## src/rtl/bottle_pkg.sv

```systemverilog
// Shared types and defaults for the tablet bottling sequencer.
// State codes double as the display code on the state output.
package bottle_pkg;

  localparam int PILL_W_DEF      = 7;
  localparam int SUM_W_DEF       = 10;
  localparam int MAX_SET_DEF     = 50;
  localparam int SWAP_CYCLES_DEF = 4;

  typedef enum logic [2:0] {
    ST_IDLE  = 3'd0,
    ST_FILL  = 3'd1,
    ST_SWAP  = 3'd2,
    ST_PAUSE = 3'd3,
    ST_DONE  = 3'd4,
    ST_FAULT = 3'd5
  } state_e;

endpackage

```

## src/rtl/bottle_swap_timer.sv

```systemverilog
// Loadable down-counter timing one conveyor bottle swap.
// Holds while run is low; tc flags the last swap cycle.
module bottle_swap_timer #(
  parameter int CYCLES = 4,
  parameter int CW     = $clog2(CYCLES + 1)
) (
  input  logic clk,
  input  logic reset_n,
  input  logic load,
  input  logic run,
  output logic tc
);

  localparam logic [CW-1:0] INIT = CW'(CYCLES - 1);
  localparam logic [CW-1:0] ONE  = CW'(1);

  logic [CW-1:0] cnt;

  // load on swap entry, count down only while swapping
  always_ff @(posedge clk or negedge reset_n) begin
    if (!reset_n) begin
      cnt <= '0;
    end else if (load) begin
      cnt <= INIT;
    end else if (run && cnt != '0) begin
      cnt <= cnt - ONE;
    end
  end

  assign tc = (cnt == '0);

endmodule

```

## src/rtl/bottle_seq.sv

```systemverilog
// Batch sequencer: fills bottles tick by tick, swaps, repeats.
// Define PILL_SUM_EN to build the saturating total-pill counter.
module bottle_seq
  import bottle_pkg::*;
#(
  parameter int PILL_W      = PILL_W_DEF,
  parameter int SUM_W       = SUM_W_DEF,
  parameter int MAX_SET     = MAX_SET_DEF,
  parameter int SWAP_CYCLES = SWAP_CYCLES_DEF
) (
  input  logic              clk,
  input  logic              reset_n,
  input  logic              tick,
  input  logic              start,
  input  logic              pause,
  input  logic              stop,
  input  logic [PILL_W-1:0] pill_set,
  input  logic [PILL_W-1:0] bot_set,
  output logic              gate_open,
  output logic              conveyor,
  output logic [PILL_W-1:0] pill_cnt,
  output logic [PILL_W-1:0] bot_cnt,
  output logic [SUM_W-1:0]  pill_sum,
  output logic              done,
  output logic              warning,
  output logic [2:0]        state
);

  localparam logic [PILL_W-1:0] MAX_V = PILL_W'(MAX_SET);
  localparam logic [PILL_W-1:0] ONE   = PILL_W'(1);

  state_e state_q, state_d;
  state_e ret_q, ret_d;
  state_e fill_nx;

  logic [PILL_W-1:0] pill_q, bot_q;
  logic [PILL_W-1:0] ps_q, bs_q;
  logic [PILL_W-1:0] pill_nx;

  logic latch, clr, set_bad, last;
  logic pill_inc, pill_clr, bot_inc;
  logic tmr_load, tmr_tc;
  logic gate_d, conv_d, done_d, warn_d;

  assign pill_nx = pill_q + ONE;
  assign last    = (pill_nx == ps_q);
  assign set_bad = (pill_set == '0) || (pill_set > MAX_V) ||
                   (bot_set == '0)  || (bot_set > MAX_V);

  bottle_swap_timer #(
    .CYCLES (SWAP_CYCLES)
  ) u_timer (
    .clk     (clk),
    .reset_n (reset_n),
    .load    (tmr_load),
    .run     (state_q == ST_SWAP),
    .tc      (tmr_tc)
  );

  // state and pause return register
  always_ff @(posedge clk or negedge reset_n) begin
    if (!reset_n) begin
      state_q <= ST_IDLE;
      ret_q   <= ST_IDLE;
    end else begin
      state_q <= state_d;
      ret_q   <= ret_d;
    end
  end

  // next state and counter controls; stop beats everything
  always_comb begin
    state_d  = state_q;
    ret_d    = ret_q;
    fill_nx  = ST_FILL;
    latch    = 1'b0;
    clr      = 1'b0;
    pill_inc = 1'b0;
    pill_clr = 1'b0;
    bot_inc  = 1'b0;
    tmr_load = 1'b0;
    if (stop) begin
      state_d = ST_IDLE;
      clr     = 1'b1;
    end else begin
      unique case (state_q)
        ST_IDLE, ST_DONE: begin
          if (start) begin
            latch = 1'b1;
            if (set_bad) begin
              state_d = ST_FAULT;
            end else begin
              clr     = 1'b1;
              state_d = ST_FILL;
            end
          end
        end
        ST_FILL: begin
          if (tick) begin
            pill_inc = 1'b1;
            if (last) begin
              bot_inc  = 1'b1;
              tmr_load = 1'b1;
              fill_nx  = ST_SWAP;
            end
          end
          // a completing tick with pause resumes into a full swap
          if (pause) begin
            ret_d   = fill_nx;
            state_d = ST_PAUSE;
          end else begin
            state_d = fill_nx;
          end
        end
        ST_SWAP: begin
          // the final swap cycle finishes even if pause rises
          if (tmr_tc) begin
            pill_clr = 1'b1;
            state_d  = (bot_q == bs_q) ? ST_DONE : ST_FILL;
          end else if (pause) begin
            ret_d   = ST_SWAP;
            state_d = ST_PAUSE;
          end
        end
        ST_PAUSE: begin
          if (!pause) state_d = ret_q;
        end
        ST_FAULT: begin
          state_d = ST_FAULT;
        end
        default: state_d = ST_IDLE;
      endcase
    end
  end

  // decode registered outputs from the next state
  always_comb begin
    gate_d = (state_d == ST_FILL);
    conv_d = (state_d == ST_SWAP);
    done_d = (state_d == ST_DONE);
    warn_d = (state_d == ST_FAULT);
  end

  // output flops
  always_ff @(posedge clk or negedge reset_n) begin
    if (!reset_n) begin
      gate_open <= 1'b0;
      conveyor  <= 1'b0;
      done      <= 1'b0;
      warning   <= 1'b0;
    end else begin
      gate_open <= gate_d;
      conveyor  <= conv_d;
      done      <= done_d;
      warning   <= warn_d;
    end
  end

  // settings latch and pill/bottle counters
  always_ff @(posedge clk or negedge reset_n) begin
    if (!reset_n) begin
      ps_q   <= '0;
      bs_q   <= '0;
      pill_q <= '0;
      bot_q  <= '0;
    end else begin
      if (latch) begin
        ps_q <= pill_set;
        bs_q <= bot_set;
      end
      if (clr) begin
        pill_q <= '0;
        bot_q  <= '0;
      end else begin
        if (pill_inc) pill_q <= pill_nx;
        else if (pill_clr) pill_q <= '0;
        if (bot_inc) bot_q <= bot_q + ONE;
      end
    end
  end

`ifdef PILL_SUM_EN
  logic [SUM_W-1:0] sum_q;

  // saturating total of every counted pill
  always_ff @(posedge clk or negedge reset_n) begin
    if (!reset_n) begin
      sum_q <= '0;
    end else if (pill_inc && sum_q != '1) begin
      sum_q <= sum_q + SUM_W'(1);
    end
  end

  assign pill_sum = sum_q;
`else
  assign pill_sum = '0;
`endif

  assign pill_cnt = pill_q;
  assign bot_cnt  = bot_q;
  assign state    = state_q;

endmodule

```

## config.mk

```make
export PLATFORM = sky130hd
export DESIGN_NAME = bottle_seq
export DESIGN_NICKNAME = d
export VERILOG_FILES = /design/src/rtl/bottle_pkg.sv /design/src/rtl/bottle_swap_timer.sv /design/src/rtl/bottle_seq.sv
export SDC_FILE = /design/constraint.sdc
export NUM_CORES = 1
export LEC_CHECK = 0
export CORE_ASPECT_RATIO = 1.75
export CORE_MARGIN = 2
export CORE_UTILIZATION = 51
export DETAILED_ROUTE_END_ITERATION = 12
export PLACE_DENSITY = 0.8
export SLEW_MARGIN = 20
export SYNTH_ARGS = -nofsm -noshare
export SYNTH_HDL_FRONTEND = slang
export SYNTH_SLANG_ARGS = --single-unit
```

## constraint.sdc

```tcl
create_clock -name clk -period 2.6 [get_ports clk]
set_input_delay 0.26 -clock clk [delete_from_list [all_inputs] [get_ports clk]]
set_output_delay 0.26 -clock clk [all_outputs]
set_load 0.005 [all_outputs]
```

==> run_results.csv, run 1 <==
group,metric,value,unit
status,status,"complete, no violations",
logic_synthesis,synth.ff_latch_count,40,
sta,tightestPinTransition,0.893,ns
clocking,cts_max_path_buffers,2,
global_route,grt_pass1_vias,1979,
global_route,grt_pass1_wl,9150,um
floorplan,die_h,94.6,um
min_path,hp-class,"in2async",
clocking,clkLatencyLatePin,0.29,ns
floorplan,die_x,55.8,um
place,port_buffers,40,
clocking,cts_resized,0,
logic_synthesis,netlist_area,2390,um2
job,drv_cap,0,
setup_path,crit_path_start_kind,"register",
sta,fmax,419,MHz
global_route,grt_max_degree,41,
logic_synthesis,yosysUniqueCellTypes,54,
logic_synthesis,synth_simple_gate_area_frac,0.183,
sta,setup_tns,0,ns
global_route,grt-ovfl-total,0,
logic_synthesis,avgSynthCellArea,9.89,um2
clocking,numCtsBuffers,5,
logic_synthesis,synth-compound-area-share,0.168,
floorplan,row_count,33,
sta,slew_viol_final,0,
power_and_ir_drop,p_leak,1.17,nW
cells_and_area,layout-drive-gt1-share,0.134,
sta,final-setup-viol-count,0,
clocking,cts.sinks,40,
sta,fin_crit,2.39,ns
setup_path,critPathMaxFanout,10,
sta,min_period_over_period,0.917,
sta,whs,0.0877,ns
floorplan,dieArea,5280,um2
routing,postRouteAntennaNets,0,
logic_synthesis,yosysSeqAreaShare,0.418,
routing,wire_per_inst,16.1,um
routing,dr_total_vias,2092,
routing,drt_iter0_markers,52,
cells_and_area,area_growth,23.1,%
clocking,path_clk_slew,0.08,ns
power_and_ir_drop,ir_drop,0.000491,V
clocking,cts_root_buf,"clkbuf_8",
sta,grt_setup_unrepaired,"false",
setup_path,crit_type,"reg2reg",
cells_and_area,fin_nets,313,
floorplan,ioPinCount,51,
logic_synthesis,ys_async_sr_fraction,1.00,
setup_path,cp_data_required_time,2.81,ns
logic_synthesis,synth-edff-count,0,
setup_path,startpoint,"pill_cnt[0]",
floorplan,coreArea,4580,um2
logic_synthesis,synth_cells,242,
logic_synthesis,synth_warnings,0,
logic_synthesis,synth_xor_area_frac,0.0753,
cells_and_area,n_antenna_cell,0,
power_and_ir_drop,p_per_area,605,nW/um2
clocking,hold_buffers,0,
routing,first_pass_iters,5,
setup_path,arrival,2.59,ns
place,dp_hpwl,4250,um
floorplan,start_util,0.522,
routing,viasPerCell,6.12,
place,place.gp.congestion,0.919,
global_route,antenna_found_initial,0,
logic_synthesis,synth_flop_cell,"dfrtp_1",
logic_synthesis,synth_top_family_by_area,"simple AND/OR/NAND/NOR gates",
clocking,cts_tree,"done",
sta,max-slew-margin-rel,0.405,
clocking,htreeDepth,2,
logic_synthesis,synth-adder-area-share,0.0209,
sta,skew,0.00984,ns
sta,hold_violations,0,
setup_path,r2r-start,"pill_cnt[0]",
routing,finalWirelength,5500,um
logic_synthesis,synth.area.mux_share,0.0743,
clocking,postCtsSetupRepairBufs,0,
setup_path,crit_path_end_kind,"register",
routing,drc,0,
global_route,gr-usage-all-layers,0.220,
[layout by cell type, fill, tap and decap left out, types with 3 or more instances in the layout]
| cell type | netlist | final |
|---|---|---|
| nor3_1 | 4 | 4 |
| inv_1 | 8 | 8 |
| buf_4 | 10 | 9 |
| nand2_1 | 14 | 14 |
| clkdlybuf4s50_1 | 0 | 39 |
| nand4_1 | 5 | 5 |
| nand4b_1 | 3 | 3 |
| clkbuf_8 | 0 | 6 |
| o41ai_1 | 4 | 4 |
| nor3b_1 | 3 | 3 |
| nor2_1 | 17 | 17 |
| nor4_1 | 3 | 3 |
| dfrtp_1 | 40 | 40 |
| o21ai_0 | 9 | 9 |
| mux2_2 | 14 | 14 |
| a31oi_1 | 7 | 7 |
| conb_1 | 1 | 10 |
| xnor2_1 | 13 | 13 |
| nor2b_1 | 6 | 6 |
| nand3_1 | 9 | 9 |
| xor2_1 | 5 | 5 |
| ha_1 | 4 | 4 |
| a211o_1 | 3 | 3 |
| a21oi_1 | 14 | 14 |
[layout make-up]
| class | count | area (um2) |
|---|---|---|
| multi-input combinational | 185 | 1290 |
| tap | 52 | 65.1 |
| clock inverter | 1 | 7.51 |
| clock buffer | 7 | 86.3 |
| sequential | 40 | 1000 |
| inverter | 8 | 30.0 |
| timing repair buffer | 49 | 463 |
| fill | 367 | 1640 |
[report_power, final]
group	internal, mW	switching, mW
registers	0.740	0.0905
clock network	0.216	0.208
logic	0.268	0.261
[final timing paths]
kind | to | slack (ns) | cells past startpoint
max | conveyor | 0.21 | 6
min | bot_cnt[1] | 0.09 | 1
max reg2reg | conveyor | 0.21 | 6
min reg2reg | ret_q[0] | 0.50 | 1
max in group asynchronous | pill_cnt[4] | 1.95 | 1
min in group clk | ret_q[0] | 0.50 | 1
[per-layer routing]
layer	share of wire	routed length, um	GRT usage	up-vias
met5	0	0	0	-
met4	0.029	159	0.104	0
met3	0.044	243	0.0356	20
met2	0.54	2990	0.396	78
met1	0.38	2110	0.251	1024
li1	-	-	-	970
[registers in the layout, indices dropped and copies added, names as in the netlist]
register,flops
ret_q,2
gate_open,1
state,3
pill_cnt,7
u_timer.cnt,3
bs_q,7
bot_cnt,7
conveyor,1
warning,1
done,1
ps_q,7
[cells by family after synthesis]
family | count (synthesis)
xor gates and xnor gates | 19
buffers and inverters | 26
muxes | 16
other | 1
AOI/OAI and AO/OA | 57
adders and majority gates | 4
and+or+nand+nor | 79
DFF | 40
[metrics by stage]
stage | power [mW] | setup slack (ns) | cells | cell area [um2] | util
final | 1.78 | 0.215 | 342 | 2940 | 0.642
after detailed placement | 1.37 | 0.214 | 334 | 2850 | 0.622
after CTS | 1.80 | 0.205 | 342 | 2940 | 0.642
after floorplan | 1.19 | 0.447 | 251 | 2430 | -
after global placement | 1.34 | 0.259 | 334 | 2850 | 0.622
after global routing | 1.89 | 0.000205 | 342 | 2940 | 0.642
[worst max-delay path, stage by stage, from the launching register on]
cell and delay [ns]:
dfrtp_1 0.47, ha_1 0.30, nand3_1 0.15, xnor2_1 0.21
a2111o_1 0.47, or4_1 0.47, a211oi_2 0.24
[synth_stat cells, types with 3 or more instances]
cell	count	area, um2
dfrtp_1	40	1000
nor2_1	17	63.8
a21oi_1	14	70.1
mux2_2	14	158
nand2_1	14	52.6
xnor2_1	13	114
buf_4	10	75.1
nand3_1	9	45.0
o21ai_0	9	45.0
inv_1	8	30.0
a31oi_1	7	43.8
nor2b_1	6	37.5
nand4_1	5	31.3
xor2_1	5	43.8
buf_2	4	20.0
ha_1	4	50.1
nor3_1	4	20.0
o41ai_1	4	35.0
a211o_1	3	26.3
clkbuf_1	3	11.3
nand4b_1	3	26.3
nor3b_1	3	22.5
nor4_1	3	18.8
Note: power is estimated with default switching activity, not from simulation.
==> inputs of run 2 (changes only) <==
CORE_MARGIN = 1.5   (was 2)
==> run 2 against run 1 <==
  * Global-route usage is 2.1 points higher
  * Hold slack gained 0.0059 ns
  * Core utilization is 1.6 points higher
  * Sequential power rose by 1%
  * Cell count shrank 0.58%
  * Worst setup slack got worse by 0.0056 ns
  * Critical path type unchanged
  * Largest cell class unchanged
==> run_results.csv, run 2 (synthesized netlist as in run 1, its figures left out) <==
group,metric,value,unit
status,status,"complete, no violations",
sta,slew_viol_final,0,
routing,dr_total_vias,2032,
place,port_buffers,40,
clocking,hold_buffers,0,
power_and_ir_drop,intPower,1.19,mW
sta,tightestPinTransition,0.880,ns
setup_path,arrival,2.59,ns
routing,viasPerCell,5.98,
place,place.gp.congestion,0.863,
cells_and_area,final_util,0.659,
setup_path,crit_path_end_kind,"register",
setup_path,crit_path_start_kind,"register",
routing,postRouteAntennaNets,0,
global_route,grt_pass1_vias,1912,
sta,fin_crit,2.39,ns
sta,max-slew-margin-rel,0.414,
global_route,grt_pass1_wl,9020,um
cells_and_area,fin_nets,313,
setup_path,critPathBufInv,0,
power_and_ir_drop,p_total,1.74,mW
cells_and_area,finalNonFillerCells,340,
clocking,htreeDepth,2,
sta,skew,0.00761,ns
cells_and_area,final_cell_mix,"40 x dfrtp_1, 39 x clkdlybuf4s50_1, 17 x nor2_1",
clocking,postCtsSetupRepairBufs,0,
routing,wire_per_inst,16.2,um
sta,fmax,418,MHz
setup_path,cp_cell_sequence,"ha_1, nand3_1, xnor2_1, a2111o_1, or4_1, a211oi_2",
sta,setup_tns,0,ns
sta,hold_violations,0,
setup_path,critPathMaxFanout,10,
floorplan,ioPinCount,51,
routing,drt_iter0_markers,74,
sta,final-setup-viol-count,0,
power_and_ir_drop,p_per_area,593,nW/um2
floorplan,die_x,54.8,um
floorplan,start_util,0.538,
sta,grt_setup_unrepaired,"false",
power_and_ir_drop,p_sw_frac,0.317,
cells_and_area,n_antenna_cell,0,
cells_and_area,area_growth,22.3,%
global_route,grt_max_degree,41,
power_and_ir_drop,combPwrFrac,0.296,
clocking,cts_tree,"done",
global_route,gr-usage-all-layers,0.241,
clocking,cts.sinks,40,
min_path,hp-class,"in2async",
routing,first_pass_iters,4,
power_and_ir_drop,ir_drop,0.000503,V
cells_and_area,layout-drive-gt1-share,0.131,
setup_path,rrSetupSlack,0.21,ns
floorplan,dieArea,5130,um2
setup_path,cp_data_required_time,2.80,ns
clocking,numCtsBuffers,5,
clocking,clkLatencyLatePin,0.29,ns
setup_path,crit_type,"reg2reg",
clocking,cts_resized,0,
global_route,grt-ovfl-total,0,
global_route,antenna_found_initial,0,
clocking,path_clk_slew,0.07,ns
setup_path,critPathMaxStageDelay,0.49,ns
sta,min_period_over_period,0.920,
setup_path,critPathSlowestCell,"dfrtp_1",
power_and_ir_drop,p_clk_frac,0.220,
routing,drc,0,
job,drv_cap,0,
floorplan,coreArea,4440,um2
place,placedCellCount,333,
floorplan,row_count,32,
routing,finalWirelength,5510,um
clocking,cts_root_buf,"clkbuf_8",
power_and_ir_drop,seqPwrFrac,0.484,
floorplan,die_h,93.6,um
setup_path,cp_top_family,"compound AO/OA/AOI/OAI gates",
clocking,cts_max_path_buffers,2,
power_and_ir_drop,switchingPower,550,uW
place,dp_hpwl,4190,um
cells_and_area,final_common_cell,"dfrtp_1",
power_and_ir_drop,p_leak,1.16,nW
run 2: worst paths after layout:
kind / from / end / cells past startpoint
min in group clk: ret_q[0] / ret_q[0] / 1
max in group asynchronous: reset_n / ps_q[4] / 1
hold reg to reg: ret_q[0] / ret_q[0] / 1
hold / removal: reset_n / pill_cnt[4] / 1
setup / recovery: pill_cnt[0] / conveyor / 6
setup reg to reg: pill_cnt[0] / conveyor / 6
run 2: cell type report:
cell class                      count  area [um2]
Clock buffer                        6        72.6
Inverter                            8        30.0
Clock inverter                      1        5.00
Fill cell                         364        1520
Sequential cell                    40        1000
Tap cell                           51        63.8
Timing Repair Buffer               49         463
Multi-Input combinational cell    185        1290
run 2: layer usage:
layer | GRT usage | wire length, um | vias to the layer above
li1 | - | - | 968
met1 | 0.304 | 2230 | 982
met2 | 0.389 | 2930 | 67
met3 | 0.0367 | 182 | 15
met4 | 0.108 | 167 | 0
met5 | 0 | 0 | -
run 2: worst reg2reg max path: cells and delay by family (launching register included):
| kind | cells | cell delay [ns] |
|---|---|---|
| XOR/XNOR | 1 | 0.21 |
| adder cells (fa/ha/maj) | 1 | 0.30 |
| AND/OR/NAND/NOR | 2 | 0.63 |
| AO/OA/AOI/OAI | 2 | 0.68 |
| flip-flops | 1 | 0.49 |
run 2: power groups by stage:
stage	clock, mW	combinational [mW]	sequential (mW)
floorplan	0	0.371	0.814
global placement	0	0.497	0.847
detailed placement	0	0.512	0.852
CTS	0.392	0.517	0.839
global route	0.420	0.569	0.858
finish	0.382	0.513	0.841
run 2: stage by stage:
step | instance area, um2 | hold slack (ns) | setup slack (ns)
after floorplan | 2430 | -0.0356 | 0.447
after global placement | 2850 | 0.420 | 0.322
after detailed placement | 2850 | 0.422 | 0.250
after CTS | 2930 | 0.118 | 0.225
after global routing | 2930 | 0.161 | 0.0884
final | 2930 | 0.0936 | 0.209
